==> config.mk <==
export PLATFORM = sky130hd
export DESIGN_NAME = riscv_dmem_responder_flat
export DESIGN_NICKNAME = d
export VERILOG_FILES = /design/src/rtl/riscv_dmem_responder_pkg.sv /design/src/rtl/riscv_dmem_responder_if.sv /design/src/rtl/riscv_dmem_responder_console_fifo.sv /design/src/rtl/riscv_dmem_responder.sv /design/src/flat_wrapper.sv
export SDC_FILE = /design/constraint.sdc
export NUM_CORES = 2
export LEC_CHECK = 0
export CAP_MARGIN = 20
export CORE_ASPECT_RATIO = 1.75
export CORE_MARGIN = 2
export CORE_UTILIZATION = 32
export DETAILED_ROUTE_END_ITERATION = 8
export PLACE_DENSITY = 0.55
export SETUP_SLACK_MARGIN = 0.3
export SYNTH_ARGS = -nofsm -noshare
export SYNTH_HDL_FRONTEND = slang
export SYNTH_SLANG_ARGS = --single-unit
export TNS_END_PERCENT = 10
==> constraint.sdc <==
create_clock -name clk -period 6.2 [get_ports clk]
set_input_delay 0.93 -clock clk [delete_from_list [all_inputs] [get_ports clk]]
set_output_delay 0.93 -clock clk [all_outputs]
set_load 0.01 [all_outputs]
==> src/rtl/riscv_dmem_responder_pkg.sv <==
// Shared address map, status bit layout and decode helper for the
// data-memory responder.
package riscv_mem_pkg;

  localparam logic [31:0] MMIO_BASE  = 32'hFFFF_0000;
  localparam logic [15:0] OFF_CYCLE  = 16'h0000;
  localparam logic [15:0] OFF_STORES = 16'h0004;
  localparam logic [15:0] OFF_LED    = 16'h0008;
  localparam logic [15:0] OFF_CON    = 16'h000C;

  // Console status word bit positions
  localparam int ST_EMPTY = 0;
  localparam int ST_FULL  = 1;
  localparam int ST_OVF   = 2;

  typedef enum logic [2:0] {
    REG_RAM,
    REG_CYCLE,
    REG_STORES,
    REG_LED,
    REG_CON,
    REG_NONE
  } mmio_reg_e;

  // Word-granular decode; the two low address bits never take part.
  function automatic mmio_reg_e decode_addr(input logic [31:0] addr,
                                            input int unsigned words);
    mmio_reg_e r;
    r = REG_NONE;
    if ({2'b00, addr[31:2]} < words) begin
      r = REG_RAM;
    end else if (addr[31:4] == MMIO_BASE[31:4]) begin
      case ({addr[15:2], 2'b00})
        OFF_CYCLE:  r = REG_CYCLE;
        OFF_STORES: r = REG_STORES;
        OFF_LED:    r = REG_LED;
        OFF_CON:    r = REG_CON;
        default:    r = REG_NONE;
      endcase
    end
    return r;
  endfunction

endpackage

==> src/rtl/riscv_dmem_responder_if.sv <==
// Core-to-responder data memory port (M stage load/store).
interface riscv_dmem_responder_if;
  logic [31:0] alu_result_m;
  logic        dmem_write;
  logic [31:0] dmem_write_data;
  logic [31:0] dmem_read_data;

  modport master (
    output alu_result_m, dmem_write, dmem_write_data,
    input  dmem_read_data
  );

  modport slave (
    input  alu_result_m, dmem_write, dmem_write_data,
    output dmem_read_data
  );
endinterface

==> src/rtl/riscv_dmem_responder_console_fifo.sv <==
// Console byte queue. Pointers carry one extra wrap bit so full and empty
// are distinguishable. rdata is a register that always holds the entry the
// read pointer will address after this edge, so the head is ready with no
// combinational path from the storage array. The caller only pushes when
// the push is acceptable and only pops when not empty.
module console_fifo #(
  parameter int DEPTH = 8,
  parameter int W     = 8
) (
  input  logic                   clk,
  input  logic                   reset,
  input  logic                   push,
  input  logic [W-1:0]           wdata,
  input  logic                   pop,
  output logic [W-1:0]           rdata,
  output logic                   full,
  output logic                   empty,
  output logic [$clog2(DEPTH):0] count
);
  localparam int AW = $clog2(DEPTH);
  localparam logic [AW:0] ONE = {{AW{1'b0}}, 1'b1};

  logic [W-1:0] mem [DEPTH];
  logic [AW:0]  wr_ptr, rd_ptr, rd_nxt;

  assign rd_nxt = pop ? rd_ptr + ONE : rd_ptr;
  assign empty  = (wr_ptr == rd_ptr);
  assign full   = (wr_ptr[AW] != rd_ptr[AW]) && (wr_ptr[AW-1:0] == rd_ptr[AW-1:0]);
  assign count  = wr_ptr - rd_ptr;

  // Storage array, deliberately not reset
  always_ff @(posedge clk) begin
    if (push) mem[wr_ptr[AW-1:0]] <= wdata;
  end

  // Pointer update and head register refill
  always_ff @(posedge clk) begin
    if (reset) begin
      wr_ptr <= '0;
      rd_ptr <= '0;
      rdata  <= '0;
    end else begin
      if (push) wr_ptr <= wr_ptr + ONE;
      rd_ptr <= rd_nxt;
      if (push && (wr_ptr[AW-1:0] == rd_nxt[AW-1:0])) rdata <= wdata;
      else                                            rdata <= mem[rd_nxt[AW-1:0]];
    end
  end
endmodule

==> src/rtl/riscv_dmem_responder.sv <==
// Data-memory responder: word RAM plus an MMIO page holding a free-running
// cycle counter, a saturating RAM-store counter, an LED register and a
// console byte output.
// Build option CONSOLE_FIFO_EN: when defined the console is a queued FIFO
// with ready/valid drain and sticky overflow; otherwise a CON write simply
// produces a one-cycle con_valid pulse.
module riscv_dmem_responder
  import riscv_mem_pkg::*;
#(
  parameter int    DMEM_WORDS     = 64,
  parameter string DMEM_INIT_FILE = "",
  parameter int    CON_DEPTH      = 8
) (
  input  logic                         clk,
  input  logic                         reset,
  riscv_dmem_responder_if.slave        bus,
  output logic [7:0]                   led,
  output logic                         con_valid,
  output logic [7:0]                   con_data,
  input  logic                         con_ready
);
  localparam int IW = $clog2(DMEM_WORDS);

  logic [31:0]   ram [DMEM_WORDS];
  logic [31:0]   cycle_q, stores_q;
  mmio_reg_e     sel;
  logic [IW-1:0] widx;
  logic          wr_ram, wr_led, wr_con;
  logic [2:0]    con_status;
  logic          con_extra;
  logic          unused_ok;

  assign sel    = decode_addr(bus.alu_result_m, DMEM_WORDS);
  assign widx   = bus.alu_result_m[IW+1:2];
  assign wr_ram = bus.dmem_write && (sel == REG_RAM);
  assign wr_led = bus.dmem_write && (sel == REG_LED);
  assign wr_con = bus.dmem_write && (sel == REG_CON);

  // RAM write port; contents survive reset
  always_ff @(posedge clk) begin
    if (wr_ram) ram[widx] <= bus.dmem_write_data;
  end

  // Cycle counter, store counter and LED register
  always_ff @(posedge clk) begin
    if (reset) begin
      cycle_q  <= '0;
      stores_q <= '0;
      led      <= '0;
    end else begin
      cycle_q <= cycle_q + 32'd1;
      if (wr_ram && (stores_q != 32'hFFFF_FFFF)) stores_q <= stores_q + 32'd1;
      if (wr_led) led <= bus.dmem_write_data[7:0];
    end
  end

`ifdef CONSOLE_FIFO_EN
  logic                       con_pop, con_push, fifo_full, fifo_empty, ovf_q;
  logic [$clog2(CON_DEPTH):0] con_count;

  // A push into a full queue still lands when a byte leaves the same cycle
  assign con_pop   = con_valid && con_ready;
  assign con_push  = wr_con && (!fifo_full || con_pop);
  assign con_valid = !fifo_empty;

  console_fifo #(.DEPTH(CON_DEPTH), .W(8)) u_con (
    .clk   (clk),
    .reset (reset),
    .push  (con_push),
    .wdata (bus.dmem_write_data[7:0]),
    .pop   (con_pop),
    .rdata (con_data),
    .full  (fifo_full),
    .empty (fifo_empty),
    .count (con_count)
  );

  // Sticky overflow flag for bytes dropped on a full queue
  always_ff @(posedge clk) begin
    if (reset)                                ovf_q <= 1'b0;
    else if (wr_con && fifo_full && !con_pop) ovf_q <= 1'b1;
  end

  // Status word assembly
  always_comb begin
    con_status           = '0;
    con_status[ST_EMPTY] = fifo_empty;
    con_status[ST_FULL]  = fifo_full;
    con_status[ST_OVF]   = ovf_q;
  end

  assign con_extra = ^con_count;
`else
  // One-cycle console strobe per CON write; no back-pressure
  always_ff @(posedge clk) begin
    if (reset) begin
      con_valid <= 1'b0;
      con_data  <= '0;
    end else begin
      con_valid <= wr_con;
      if (wr_con) con_data <= bus.dmem_write_data[7:0];
    end
  end

  // Status word: always reports an empty queue
  always_comb begin
    con_status           = '0;
    con_status[ST_EMPTY] = 1'b1;
  end

  assign con_extra = con_ready;
`endif

  // Zero-latency read mux; a same-cycle store is not yet visible
  always_comb begin
    bus.dmem_read_data = '0;
    case (sel)
      REG_RAM:    bus.dmem_read_data = ram[widx];
      REG_CYCLE:  bus.dmem_read_data = cycle_q;
      REG_STORES: bus.dmem_read_data = stores_q;
      REG_LED:    bus.dmem_read_data = {24'b0, led};
      REG_CON:    bus.dmem_read_data = {29'b0, con_status};
      default:    bus.dmem_read_data = '0;
    endcase
  end

  assign unused_ok = &{1'b0, bus.alu_result_m[1:0], con_extra};
endmodule

==> src/flat_wrapper.sv <==
// flat-port wrapper written by rule: the top's interface ports become plain ports
module riscv_dmem_responder_flat import riscv_mem_pkg::*;
#(
  parameter int    DMEM_WORDS     = 64,
  parameter string DMEM_INIT_FILE = "",
  parameter int    CON_DEPTH      = 8
)
  (clk, reset, led, con_valid, con_data, con_ready, bus_alu_result_m, bus_dmem_write, bus_dmem_write_data, bus_dmem_read_data);
  riscv_dmem_responder_if bus_i ();
  input  logic clk;
  input  logic reset;
  output logic [7:0] led;
  output logic con_valid;
  output logic [7:0] con_data;
  input  logic con_ready;
  input wire logic [$bits(bus_i.alu_result_m)-1:0] bus_alu_result_m;
  input wire logic [$bits(bus_i.dmem_write)-1:0] bus_dmem_write;
  input wire logic [$bits(bus_i.dmem_write_data)-1:0] bus_dmem_write_data;
  output wire logic [$bits(bus_i.dmem_read_data)-1:0] bus_dmem_read_data;
  assign bus_i.alu_result_m = bus_alu_result_m;
  assign bus_i.dmem_write = bus_dmem_write;
  assign bus_i.dmem_write_data = bus_dmem_write_data;
  assign bus_dmem_read_data = bus_i.dmem_read_data;
  riscv_dmem_responder #(.DMEM_WORDS(DMEM_WORDS), .DMEM_INIT_FILE(DMEM_INIT_FILE), .CON_DEPTH(CON_DEPTH)) u_core (.clk(clk), .reset(reset), .bus(bus_i), .led(led), .con_valid(con_valid), .con_data(con_data), .con_ready(con_ready));
endmodule
==> impl_metrics.toml <==
[cts]
clockBufferDepth = 4
cts_tree = "built"
worstSkewPairLatency_ns = 0.88
cts-htree-levels = 4
clkSlewWorstSetupHoldPaths_ns = 0.07
post_cts_buffers = 0
cts_root_buf = "clkbuf_16"
clock_sinks = 2129
numCtsBuffers = 183

[layout]
syn_to_final_growth_pct = 15.6
multiInputGateArea_um2 = 18300
n_fill_cell = 23200
drive_above_1_share = 0.263
nets = 4318
fin_util = 0.371
seq_area_um2 = 63100

[setup_path]
cp_top_family = "buffers and inverters"
cp.required_ns = 5.27
end_kind = "primary output"
cp_num_buf_inv = 3
critPathMaxStageDelay_ns = 0.96
cp.arrival_ns = 4.75
slowest_stage = "clkdlybuf4s50_1"
worstPathMaxFanout = 12
startpoint_type = "primary input"
crit_top_cell = "clkdlybuf4s50_1"
timing.reg2reg.setup_slack_ns = 3.63
critPathKind = "primary input to primary output"
path_cells = "clkdlybuf4s50_1 -> buf_4 -> nand2b_1 -> a221oi_1 -> a21oi_1 -> o2111ai_1 -> nand2_1 -> clkdlybuf4s50_1"

[sta]
fin_skew_ns = 0.0259
setup_viol = 0
drv_slew = 0
relSlewSlack = 0.255
fin_crit_sh = 0.916
tightest_slew_ns = 1.12
rsz0062_at_grt = "no"
finalHoldViolCount = 0
max_freq_mhz = 176
fin_setup_tns_ns = 0
period_needed_ns = 5.68

[floorplan]
io_pins = 117
core_um2 = 256000
row_count = 246
die_w_um = 387
die_y_um = 674
initial_core_util = 0.321
dieArea_um2 = 261000

[logic_synthesis]
synth-edff-count = 2048
yosys-top-cells-count = "2048 x edfxtp_1, 481 x mux4_2, 186 x nor2_1"
synth.yosys.warnings = 0
synth_cells = 3886
synth_area_leaders = "edfxtp_1 75%, mux4_2 13%, dfxtp_1 2.0%, mux2i_1 1.7%, nor2_1 0.85%"
yosysMostFrequentCell = "edfxtp_1"
netlist.top_cell.by_area = "edfxtp_1"
synth_area_um2 = 82100
ys.flop_type = "edfxtp_1"
synth-seq-cells = 2129
async_flop_share = 0
synth_top_area_frac = 0.749
synth_nets = 3956
synth-seq-area-share = 0.769
ys_types = 64
avgSynthCellArea_um2 = 21.1

[power_and_ir_drop]
power.density_nw_per_um2 = 298
power_uw = 28300
vdd_drop_max_uv = 218
leakage_uw = 0.0292

[detailed_routing]
dr.pass1.iters = 6
drc = 0
num_vias = 41500
avgViaCountPerCell = 5.36
initialDrtViolationCount = 4285
wl_um = 245000
ant_nets = 0
wire_per_inst_um = 31.6

[flow_run]
maxCapViolCount = 0

[placement]
dp_hpwl_um = 157000
place_congestion = 0.879
io_buffers = 113

[grt]
antenna_found_initial = 21
grt_pass1_wl_um = 338000
grt-ovfl-total = 0
grt_pass1_vias = 42500
grt_max_degree = 82
grtUsageTotal = 0.184

[hold_path]
hp-class = "primary input to register"

[run_status]
status = "complete, no violations"
==> metrics by stage <==
step                setup WS [ns]  hold slack (ns)  cell area, um^2  instances
floorplan                   0.473            0.429            82100       3886
global placement            0.399            0.455            89200       7409
CTS                         0.391            0.483            94800       7732
finish                      0.520            0.472            94800       7738
global route                0.372            0.454            94800       7735
detailed placement          0.406            0.469            89200       7410
==> report_power, final <==
part	switching [uW]	internal (uW)	leakage (uW)	total (uW)
combinational	882	464	0.00741	1350
clock	5190	6010	0.00276	11200
sequential	1.90	15700	0.0191	15700
==> logic make-up after synthesis <==
kind of cell / after synthesis / share of synthesized area
XOR/XNOR: 45 / 0.00480
adder cells (fa/ha/maj): 2 / 0.000305
multiplexers: 643 / 0.152
buffers and inverters: 224 / 0.0141
AO/OA/AOI/OAI: 366 / 0.0308
flip-flops: 2129 / 0.769
AND/OR/NAND/NOR: 477 / 0.0288
==> registers in the layout (all words and copies together), names as in the netlist <==
name / cells
u_core.con_valid: 1
u_core.stores_q: 32
u_core.cycle_q: 32
u_core.led: 8
u_core.ram: 2048
u_core.con_data: 8
==> metal layers <==
metal  wire length (um)  global-route usage  up-vias
met2             129000               0.334     1530
met1              90700               0.218    22500
met4              11000              0.0797        6
met3              13600              0.0235      395
li1                   -                   -    17100
met5                 41                   0        -
==> cells in the final DEF, fill, tap and decap left out, drive strengths merged, types with 14 or more instances in the layout <==
| cell type | count |
|---|---|
| a211oi | 14 |
| a21oi | 77 |
| a221oi | 24 |
| a22oi | 68 |
| buf | 315 |
| clkbuf | 230 |
| clkdlybuf4s50 | 76 |
| clkinv | 76 |
| dfxtp | 81 |
| edfxtp | 2048 |
| mux2 | 20 |
| mux2i | 142 |
| mux4 | 481 |
| nand2 | 76 |
| nand3 | 41 |
| nand4 | 46 |
| nor2 | 186 |
| nor2b | 19 |
| nor3 | 15 |
| nor4 | 23 |
| o21ai | 49 |
| o221ai | 39 |
| o22ai | 44 |
| or3 | 18 |
| xnor2 | 17 |
| xor2 | 28 |
==> timing repair <==
action,in CTS,in global routing
gates resized for setup,0,1
hold buffers,0,0
setup endpoints to repair,0,6
==> final cells by class <==
cell class,instances,share of cell area
antenna,5,0.000132
clock buffer,230,0.0520
clock inverter,92,0.00710
inverter,10,0.000396
multi-input combinational,1533,0.193
sequential,2129,0.666
tap,3348,0.0442
timing repair buffer,391,0.0373
==> path summary, 6_finish.rpt <==
| check | startpoint | end | cells past startpoint |
|---|---|---|---|
| min | bus_dmem_write_data[28] | u_core.ram[16][28] | 1 |
| max | bus_alu_result_m[6] | bus_dmem_read_data[14] | 8 |
| min reg2reg | u_core.cycle_q[0] | u_core.cycle_q[0] | 1 |
| max reg2reg | u_core.stores_q[10] | u_core.stores_q[27] | 6 |
==> worst register-to-register path, delay by kind of cell (launching register included) <==
family / cells / cell delay [ns]
simple gates: 5 / 1.81
compound gates: 1 / 0.06
flops: 1 / 0.50
Power figures use the tool's default switching activity.
